--- config.mk ---
export PLATFORM = sky130hd
export DESIGN_NAME = tx_fifo_reader
export DESIGN_NICKNAME = d
export VERILOG_FILES = /design/src/rtl/tx_fifo_reader.sv
export SDC_FILE = /design/constraint.sdc
export NUM_CORES = 1
export LEC_CHECK = 0
export ABC_AREA = 1
export ABC_CLOCK_PERIOD_IN_PS = 2950
export BUFFER_PORTS_ARGS = -buffer_cell sky130_fd_sc_hd__buf_4
export CAP_MARGIN = 30
export CORE_MARGIN = 4
export CORE_UTILIZATION = 45
export CTS_BUF_LIST = sky130_fd_sc_hd__clkbuf_4
export CTS_CLUSTER_DIAMETER = 100
export DETAILED_ROUTE_END_ITERATION = 10
export GPL_TIMING_DRIVEN = 1
export PLACE_DENSITY = 0.67
export SLEW_MARGIN = 30
export SYNTH_ARGS = -nofsm -noshare
export SYNTH_HDL_FRONTEND = slang
export SYNTH_SLANG_ARGS = --single-unit
--- constraint.sdc ---
create_clock -name rd_clk -period 2.95 [get_ports rd_clk]
set_input_delay 0.4425 -clock rd_clk [delete_from_list [all_inputs] [get_ports rd_clk]]
set_output_delay 0.4425 -clock rd_clk [all_outputs]
set_load 0.01 [all_outputs]
--- src/rtl/tx_fifo_reader.sv ---
`default_nettype none
// ============================================================================
// Module   : tx_fifo_reader
// Brief    : Drains BURST_LEN-word packets from a FIFO onto a ready/valid stream.
// Revision : 1.0 - initial release
// ============================================================================
module tx_fifo_reader #(
    parameter int DATA_WIDTH  = 32,
    parameter int DEPTH_WIDTH = 10,
    parameter int BURST_LEN   = 256
) (
    input  logic                  rd_clk,
    input  logic                  rd_rst_n,
    output logic                  fifo_rd_en,
    input  logic [DATA_WIDTH-1:0] fifo_rd_data,
    input  logic                  fifo_rd_empty,
    input  logic [DEPTH_WIDTH:0]  fifo_rd_water_level,
    output logic                  m_valid,
    input  logic                  m_ready,
    output logic [DATA_WIDTH-1:0] m_data,
    output logic                  m_first,
    output logic                  m_last,
    output logic [15:0]           pkt_cnt,
    output logic                  busy
);

    localparam int                   c_cnt_w       = $clog2(BURST_LEN);
    localparam logic [c_cnt_w-1:0]   c_last_idx    = c_cnt_w'(BURST_LEN - 1);
    localparam logic [DEPTH_WIDTH:0] c_burst_level = (DEPTH_WIDTH + 1)'(BURST_LEN);

    typedef enum logic [1:0] {
        S_IDLE  = 2'd0,
        S_BURST = 2'd1,
        S_FLUSH = 2'd2
    } state_t;

    state_t                r_state;
    logic [c_cnt_w-1:0]    r_issue_cnt;
    logic [15:0]           r_pkt_cnt;

    logic                  r_inflight;
    logic                  r_inflight_first;
    logic                  r_inflight_last;

    logic [DATA_WIDTH-1:0] r_buf_data [2];
    logic [1:0]            r_buf_first;
    logic [1:0]            r_buf_last;
    logic [1:0]            r_occ;

    logic                  w_pop;
    logic                  w_push;
    logic [2:0]            w_fill;
    logic                  w_issue_first;
    logic                  w_issue_last;

    // Slots already committed after this edge: buffered + arriving - leaving.
    assign w_pop         = m_valid && m_ready;
    assign w_push        = r_inflight;
    assign w_fill        = {1'b0, r_occ} + {2'b00, r_inflight} - {2'b00, w_pop};
    assign fifo_rd_en    = (r_state == S_BURST) && !fifo_rd_empty && (w_fill < 3'd2);
    assign w_issue_first = (r_issue_cnt == '0);
    assign w_issue_last  = (r_issue_cnt == c_last_idx);

    assign m_valid = (r_occ != 2'd0);
    assign m_data  = r_buf_data[0];
    assign m_first = m_valid && r_buf_first[0];
    assign m_last  = m_valid && r_buf_last[0];
    assign pkt_cnt = r_pkt_cnt;
    assign busy    = (r_state != S_IDLE);

    always_ff @(posedge rd_clk or negedge rd_rst_n) begin
        if (!rd_rst_n) begin
            r_state     <= S_IDLE;
            r_issue_cnt <= '0;
            r_pkt_cnt   <= 16'd0;
        end else begin
            case (r_state)
                S_IDLE: begin
                    r_issue_cnt <= '0;
                    if (fifo_rd_water_level >= c_burst_level) begin
                        r_state <= S_BURST;
                    end
                end
                S_BURST: begin
                    if (fifo_rd_en) begin
                        r_issue_cnt <= r_issue_cnt + c_cnt_w'(1);
                        if (w_issue_last) begin
                            r_state <= S_FLUSH;
                        end
                    end
                end
                S_FLUSH: begin
                    if (w_pop && m_last) begin
                        r_state <= S_IDLE;
                    end
                end
                default: r_state <= S_IDLE;
            endcase
            if (w_pop && m_last) begin
                r_pkt_cnt <= r_pkt_cnt + 16'd1;
            end
        end
    end

    // Packet tags are captured at issue time and ride along with the read data.
    always_ff @(posedge rd_clk or negedge rd_rst_n) begin
        if (!rd_rst_n) begin
            r_inflight       <= 1'b0;
            r_inflight_first <= 1'b0;
            r_inflight_last  <= 1'b0;
        end else begin
            r_inflight <= fifo_rd_en;
            if (fifo_rd_en) begin
                r_inflight_first <= w_issue_first;
                r_inflight_last  <= w_issue_last;
            end
        end
    end

    // Two-entry shift buffer; slot 0 is always the head.
    always_ff @(posedge rd_clk or negedge rd_rst_n) begin
        if (!rd_rst_n) begin
            r_occ         <= 2'd0;
            r_buf_data[0] <= '0;
            r_buf_data[1] <= '0;
            r_buf_first   <= 2'b00;
            r_buf_last    <= 2'b00;
        end else begin
            case ({w_push, w_pop})
                2'b10: begin
                    if (r_occ == 2'd0) begin
                        r_buf_data[0]  <= fifo_rd_data;
                        r_buf_first[0] <= r_inflight_first;
                        r_buf_last[0]  <= r_inflight_last;
                    end else begin
                        r_buf_data[1]  <= fifo_rd_data;
                        r_buf_first[1] <= r_inflight_first;
                        r_buf_last[1]  <= r_inflight_last;
                    end
                    r_occ <= r_occ + 2'd1;
                end
                2'b01: begin
                    r_buf_data[0]  <= r_buf_data[1];
                    r_buf_first[0] <= r_buf_first[1];
                    r_buf_last[0]  <= r_buf_last[1];
                    r_occ          <= r_occ - 2'd1;
                end
                2'b11: begin
                    if (r_occ == 2'd1) begin
                        r_buf_data[0]  <= fifo_rd_data;
                        r_buf_first[0] <= r_inflight_first;
                        r_buf_last[0]  <= r_inflight_last;
                    end else begin
                        r_buf_data[0]  <= r_buf_data[1];
                        r_buf_first[0] <= r_buf_first[1];
                        r_buf_last[0]  <= r_buf_last[1];
                        r_buf_data[1]  <= fifo_rd_data;
                        r_buf_first[1] <= r_inflight_first;
                        r_buf_last[1]  <= r_inflight_last;
                    end
                end
                default: ;
            endcase
        end
    end

endmodule
`default_nettype wire

==> results.ini, run 1 <==
[clocking]
cts_root_buf=clkbuf_4
numClockSinks=99
cts_buffers=9
cts_max_path_buffers=2
path_clk_slew_ps=140
clk-insertion-delay-late_ps=480
htree_levels=3
cts_tree=built

[synth]
yosys_most_used_dff=dfrtp_1
yosysMostFrequentCell=nand2_1
synth_cells=791
synth-seq-cells=99
synth_common_cells=nand2_1 (353), dfrtp_1 (99), inv_1 (62), o21ai_0 (62), nor2_1 (55)
synth.distinct_cells=33
syn_nets=846
synth_edf_count=0
synthTopCellsByArea=dfrtp_1 (44%), nand2_1 (24%), o21ai_0 (5.5%)
synth_top_cell_by_area=dfrtp_1
synth.avg_cell_area_um2=7.10
synth.top_cell.area_share_pct=44.1
yosysWarnings=0
yosysSeqAreaShare_pct=44.1
netlist_area_mm2=0.00562
synthArstFlopShare_pct=100

[cells_and_area]
n_antenna_cell=0
fillerInstances=1195
final_util_pct=53.4
syn_to_final_growth_pct=15.1
stdcell_count=1025
num-nets-final=907
drive_gt1_share_pct=17.3

[setup_path]
cp.required_ps=2510
worstSetupStartpointType=flip-flop
endpoint_kind=output pin
worstSetupPathType=reg -> out
cp.arrival_ps=2450
cp_max_fo=4

[timing]
slew_headroom_pct=46.6
finalHoldViolCount=0
slew_violations=0
worst_slack_ps=62.1
fin_tns_setup_ps=0
max_freq_mhz=346
rsz0062_at_grt=true
finClkSkew_ps=20.8
finalSetupViolCount=0
fin_crit_ps=2890
period_share_pct=97.9
worst_pin_slew_ps=799

[detailed_routing]
drt_iter0_markers=356
ant_nets=0
finalWirelength_um=13200
vias_per_cell=4.90
vias=5023
wl_per_cell_um=12.9
first_pass_iters=5
drc=0

[grt]
grt_start_max_net_pins=59
grt_pass1_vias=4708
overflow=0
grt_pass1_wl_um=22200
grt_usage_pct=19.0
antenna_found_initial=0

[place]
place_inst=997
hpwl_um=8710
io_buffer_count=91
dp_slack_ps=206
gp_congestion=0.796

[power_and_ir_drop]
power_frac_comb_pct=48.3
power_mw=5.63
p_int_mw=3.21
p_seq_share_pct=39.2
swShare_pct=42.9
power.density_mw_per_mm2=871
p_sw_mw=2.42
p_clk_share_pct=12.5
p_leak_nw=3.51
ir_drop_v=0.000364

[die]
die_height_um=120
rows=40
coreArea_mm2=0.0121
die_area_mm2=0.0143
die_x_um=120
initial_core_util_pct=46.4
io-pin-count=100

[worst_hold_path]
hp-class=in -> reg

[run]
cap_violations=0

[status]
status=completed

layer usage:
layer | vias up | share of wire, % | GRT usage, %
met3 | 14 | 5.6 | 4.15
met5 | - | 0 | 0
met2 | 120 | 49 | 31.9
li1 | 2531 | - | -
met4 | 0 | 1.2 | 5.94
met1 | 2358 | 44 | 24.5
layout make-up:
type,instances,area (um2),share of cell area (%)
clock buffers,9,67.6,1.04
clock inverters,7,58.8,0.909
flip-flops and latches,99,2480,38.3
inverters,65,246,3.81
multi-input cells,565,2530,39.2
repair buffers,112,872,13.5
well taps,168,210,3.25
worst max-delay path, cell delays in order (launching register included):
cell     delay [ps]
dfrtp_1         420
inv_2            90
ha_4            150
inv_4            40
nand2_4          80
inv_2            50
nor2_2          110
o21ai_2          70
fa_1            550
nand2_1          60
nor2_2          110
nand2_2          80
inv_2            80
buf_6           100
per-stage QoR:
stage | hold WS [ps] | instance area [um2]
floorplan | 147 | 5620
global placement | 464 | 6210
detailed placement | 467 | 6210
CTS | 173 | 6400
global route | 185 | 6470
finish | 208 | 6470
state kept, by name, indices dropped and copies added (netlist names):
register / cells
r_state: 2
m_data: 32
r_occ: 2
r_inflight: 1
r_buf_last: 2
r_buf_data: 32
r_issue_cnt: 8
r_inflight_first: 1
r_inflight_last: 1
r_buf_first: 2
pkt_cnt: 16
power by group through the flow:
| stage | combinational [mW] | sequential [mW] | clock [mW] |
|---|---|---|---|
| 2_1_floorplan | 1.97 | 2.17 | 0 |
| 3_3_place_gp | 2.47 | 2.21 | 0 |
| 3_5_place_dp | 2.54 | 2.25 | 0 |
| 4_1_cts | 2.65 | 2.20 | 0.737 |
| 5_1_grt | 3.09 | 2.27 | 0.785 |
| 6_report | 2.72 | 2.21 | 0.703 |
final timing paths:
| path | slack (ps) | cells past startpoint | to | from |
|---|---|---|---|---|
| max reg2reg | 330 | 17 | r_issue_cnt[5]$_DFFE_PN0P_ | r_occ[0]$_DFFE_PN0P_ |
| min | 210 | 3 | r_buf_data[25]$_DFFE_PN0P_ | fifo_rd_data[25] |
| max in group asynchronous | 1710 | 3 | pkt_cnt[7]$_DFFE_PN0P_ | rd_rst_n |
| min reg2reg | 470 | 1 | r_state[1]$_DFFE_PN0P_ | r_state[0]$_DFFE_PN0P_ |
| min in group asynchronous | 520 | 2 | r_buf_data[15]$_DFFE_PN0P_ | rd_rst_n |
| max | 60 | 13 | fifo_rd_en | r_occ[0]$_DFFE_PN0P_ |
cell families (layout without fill, tap and decap cells):
group                      count (synthesis)  in the layout  share of synthesized area (%)
adders and majority gates                  8              8                           1.92
AOI/OAI and AO/OA                         92             92                           8.80
buffers and inverters                    127            193                           11.4
DFF                                       99             99                           44.1
xor gates and xnor gates                  13             13                           2.03
and+or+nand+nor                          452            452                           31.8
layout by cell type, fill, tap and decap left out, types with 2 or more instances in the layout:
cell type  netlist  final
a21oi_1          2      2
buf_12           0      2
buf_4           32    108
clkbuf_4         0      9
clkinv_1         1      5
clkinv_2         0      2
dfrtp_1         99     99
ha_1             7      6
inv_1           62     57
inv_2            2      5
nand2_1        353    352
nand2_2          1      2
nand3_1         30     30
nand4_1          5      5
nor2_1          55     52
nor2_2           1      3
nor2_4           1      2
o21ai_0         62     61
o21ai_1         20     20
o21ai_2          4      5
o31ai_1          2      2
xnor2_1          6      6
xor2_1           7      7
repair_timing:
action                     4_1_cts  5_1_grt
hold buffers                     1        0
pin swaps                        1        5
hold endpoints to repair        29        0
buffers inserted                 6        5
setup endpoints to repair        1        1
resized for setup                5       10
Note: power is estimated with default switching activity, not from simulation.
==> run 2: changes to the inputs <==
--- a/config.mk
+++ b/config.mk
@@ -5,7 +5,6 @@
 export SDC_FILE = /design/constraint.sdc
 export NUM_CORES = 1
 export LEC_CHECK = 0
-export ABC_AREA = 1
 export ABC_CLOCK_PERIOD_IN_PS = 2950
 export BUFFER_PORTS_ARGS = -buffer_cell sky130_fd_sc_hd__buf_4
 export CAP_MARGIN = 30
==> run 2 against run 1 <==
Effect of this change: sequential power rose by 2%; sequential cell count stayed put; critical path depth is 3 lower; critical endpoint unchanged.
==> results.ini, run 2 <==
[status]
status=completed

[die]
die_height_um=114  ; -4.5%
die_x_um=114  ; -4.5%
io-pin-count=100  ; unchanged
initial_core_util_pct=46.5  ; +0.16 points
rows=38  ; -5.0%
die_area_mm2=0.0131  ; -8.8%
coreArea_mm2=0.0109  ; -9.7%

[synth]
synth.distinct_cells=40  ; +21%
synth.top_cell.area_share_pct=48.7  ; +4.6 points
synth_cells=486  ; -39%
yosysMostFrequentCell=dfrtp_1
synthTopCellsByArea=dfrtp_1 (49%), mux2_1 (6.6%), buf_4 (5.3%)
netlist_area_mm2=0.00509  ; -9.4%
synthArstFlopShare_pct=100  ; unchanged
synth_edf_count=0  ; unchanged
synth.avg_cell_area_um2=10.5  ; +47%
synth_top_cell_by_area=dfrtp_1
syn_nets=541  ; -36%
synth_common_cells=dfrtp_1 (99), nand2_1 (46), and3_1 (36), buf_4 (36)
yosysWarnings=0  ; unchanged
yosysSeqAreaShare_pct=48.7  ; +4.6 points
synth-seq-cells=99  ; unchanged
yosys_most_used_dff=dfrtp_1

[worst_hold_path]
hp-class=in -> async

[timing]
period_share_pct=96.3  ; -1.6 points
fin_crit_ps=2840  ; -47.1 ps
fin_tns_setup_ps=0  ; unchanged
slew_violations=0  ; unchanged
finalHoldViolCount=0  ; unchanged
finClkSkew_ps=16.2  ; -4.55 ps
slew_headroom_pct=51.3  ; +4.8 points
worst_pin_slew_ps=730  ; -68.6 ps
max_freq_mhz=352  ; +1.7%
whs_ps=26.4  ; -181 ps
finalSetupViolCount=0  ; unchanged

[grt]
overflow=0  ; unchanged
grt_usage_pct=19.6  ; +0.57 points
grt_pass1_vias=4171  ; -11%
grt_pass1_wl_um=20300  ; -8.5%
grt_start_max_net_pins=56  ; -5.1%
antenna_found_initial=0  ; unchanged

[setup_path]
regToRegEndpoint=r_state[0]$_DFFE_PN0P_
cp_max_fo=4  ; unchanged
crit_chain=inv_2 -> ha_4 -> nand2b_4 -> inv_4 -> nor2_1 -> o21ai_1 -> fa_2 -> nand4bb_4 -> nor2_4 -> buf_6
rrSetupSlack_ps=210  ; -120 ps
reg2reg_depth=13  ; -4
r2r-start=r_occ[0]$_DFFE_PN0P_
worst-path-buf-inv=3  ; -2
worstSetupPathType=reg -> out
worstSetupStartpointType=flip-flop
endpoint_kind=output pin
cp.arrival_ps=2400  ; -50 ps
max_stage_delay_ps=570  ; +20 ps
path_delay_family=adder cells
cp.required_ps=2510  ; about the same
slowest_stage=fa_2

[clocking]
cts_buffers=9  ; unchanged
clk-insertion-delay-late_ps=460  ; -20 ps
htree_levels=3  ; unchanged
path_clk_slew_ps=150  ; about the same
numClockSinks=99  ; unchanged
cts_root_buf=clkbuf_4
cts_max_path_buffers=2  ; unchanged
cts_tree=built

[cells_and_area]
num-nets-final=611  ; -33%
seq_area_mm2=0.00248  ; unchanged
drive_gt1_share_pct=27.6  ; +10 points
multi_input_area_mm2=0.00227  ; -11%
n_antenna_cell=0  ; unchanged
final_common_cell=buf_4
final_cell_mix=buf_4 (119), dfrtp_1 (99), nand2_1 (46), and3_1 (36)
fin_area_mm2=0.00601  ; -7.1%
fillerInstances=959  ; -20%
syn_to_final_growth_pct=18.0
final_util_pct=54.9  ; +1.6 points

[detailed_routing]
wl_met2_um=6520  ; +1.0%
wl_met3_um=601  ; -18%
vias_per_cell=5.61  ; +14%
finalWirelength_um=12400  ; -6.5%
first_pass_iters=5  ; unchanged
top_layer=met4
vias=3933  ; -22%
wl_per_cell_um=17.7  ; +37%
drc=0  ; unchanged
met1Wirelength_um=5110  ; -13%
ant_nets=0  ; unchanged
drt_iter0_markers=247  ; -31%

[power_and_ir_drop]
p_leak_nw=2.75  ; -22%
power.density_mw_per_mm2=929  ; +6.6%
ir_drop_v=0.000395  ; +8.3%
power_mw=5.58  ; -0.91%

[run]
cap_violations=0  ; unchanged

[place]
hpwl_um=8220  ; -5.7%
gp_congestion=0.823  ; +3.3%
placed_cell_area_mm2=0.00573  ; -7.8%
io_buffer_count=91  ; unchanged

==> run 2: cell types whose count changed in the layout (fill, tap and decap cells not counted), moves of 11 or more <==
cell      change
a22oi_1      +32
a21oi_1      +30
nand2_1     -306
inv_1        -49
o21ai_0      -56
o21ai_1      -19
nor2_1       -39
and3_1       +36
buf_4        +11
nand3_1      -18
xnor2_1      +15
mux2_1       +30
o211ai_1     +32
==> run 2: worst max path at each step <==
| stage | end | start | cells past startpoint | slack, ps |
|---|---|---|---|---|
| final | fifo_rd_en | r_occ[0]$_DFFE_PN0P_ | 10 | 110 |
| after global routing | fifo_rd_en | r_occ[1]$_DFFE_PN0P_ | 9 | -30 |
| after CTS | fifo_rd_en | r_occ[0]$_DFFE_PN0P_ | 10 | 0.7 |
| after detailed placement | r_state[0]$_DFFE_PN0P_ | r_occ[0]$_DFFE_PN0P_ | 10 | 130 |
| after global placement | r_state[0]$_DFFE_PN0P_ | r_occ[0]$_DFFE_PN0P_ | 10 | 190 |
| after floorplan | fifo_rd_en | r_occ[1]$_DFFE_PN0P_ | 10 | 130 |
==> run 2: final cells by class <==
cell class / instances / share of cell area (%)
sequential: 99 / 41.2
multi-input combinational: 315 / 37.7
timing repair buffer: 120 / 15.1
tap: 140 / 2.92
clock buffer: 10 / 1.25
clock inverter: 6 / 1.10
inverter: 11 / 0.729
==> run 2: routing by layer <==
| layer | GRT usage, % | up-vias |
|---|---|---|
| li1 | - | 1850 |
| met1 | 24.2 | 1974 |
| met2 | 34.7 | 98 |
| met3 | 3.28 | 11 |
| met4 | 6.57 | 0 |
| met5 | 0 | - |
==> run 2: kinds of logic (layout without fill, tap and decap cells) <==
logic type / count (synthesis) / in the layout / share of synthesized area [%]
and+or+nand+nor: 137 / 137 / 14.1
AOI/OAI and AO/OA: 110 / 110 / 14.9
DFF: 99 / 99 / 48.7
buffers and inverters: 72 / 147 / 8.14
muxes: 36 / 36 / 7.94
xor gates and xnor gates: 24 / 24 / 4.13
adders and majority gates: 8 / 8 / 2.11
==> run 2: what timing repair did <==
action / in CTS / in global routing
setup endpoints to repair: 1 / 1
gates cloned: 0 / 0
resized for setup: 10 / 5
pin swaps: 3 / 2
hold buffers: 0 / 0
setup buffers: 5 / 4
==> run 2: power by group <==
part           internal (mW)  switching, mW  total, mW
sequential              1.86          0.394       2.26
combinational           1.25           1.34       2.59
clock                  0.268          0.469      0.738
total                   3.38           2.20       5.58
==> run 2: per-stage QoR <==
| stage | worst slack, ps | std cells |
|---|---|---|
| 2_1_floorplan | 129 | 486 |
| 3_3_place_gp | 191 | 676 |
| 3_5_place_dp | 131 | 676 |
| 4_1_cts | 0.665 | 697 |
| 5_1_grt | -30.2 | 701 |
| 6_report | 109 | 701 |
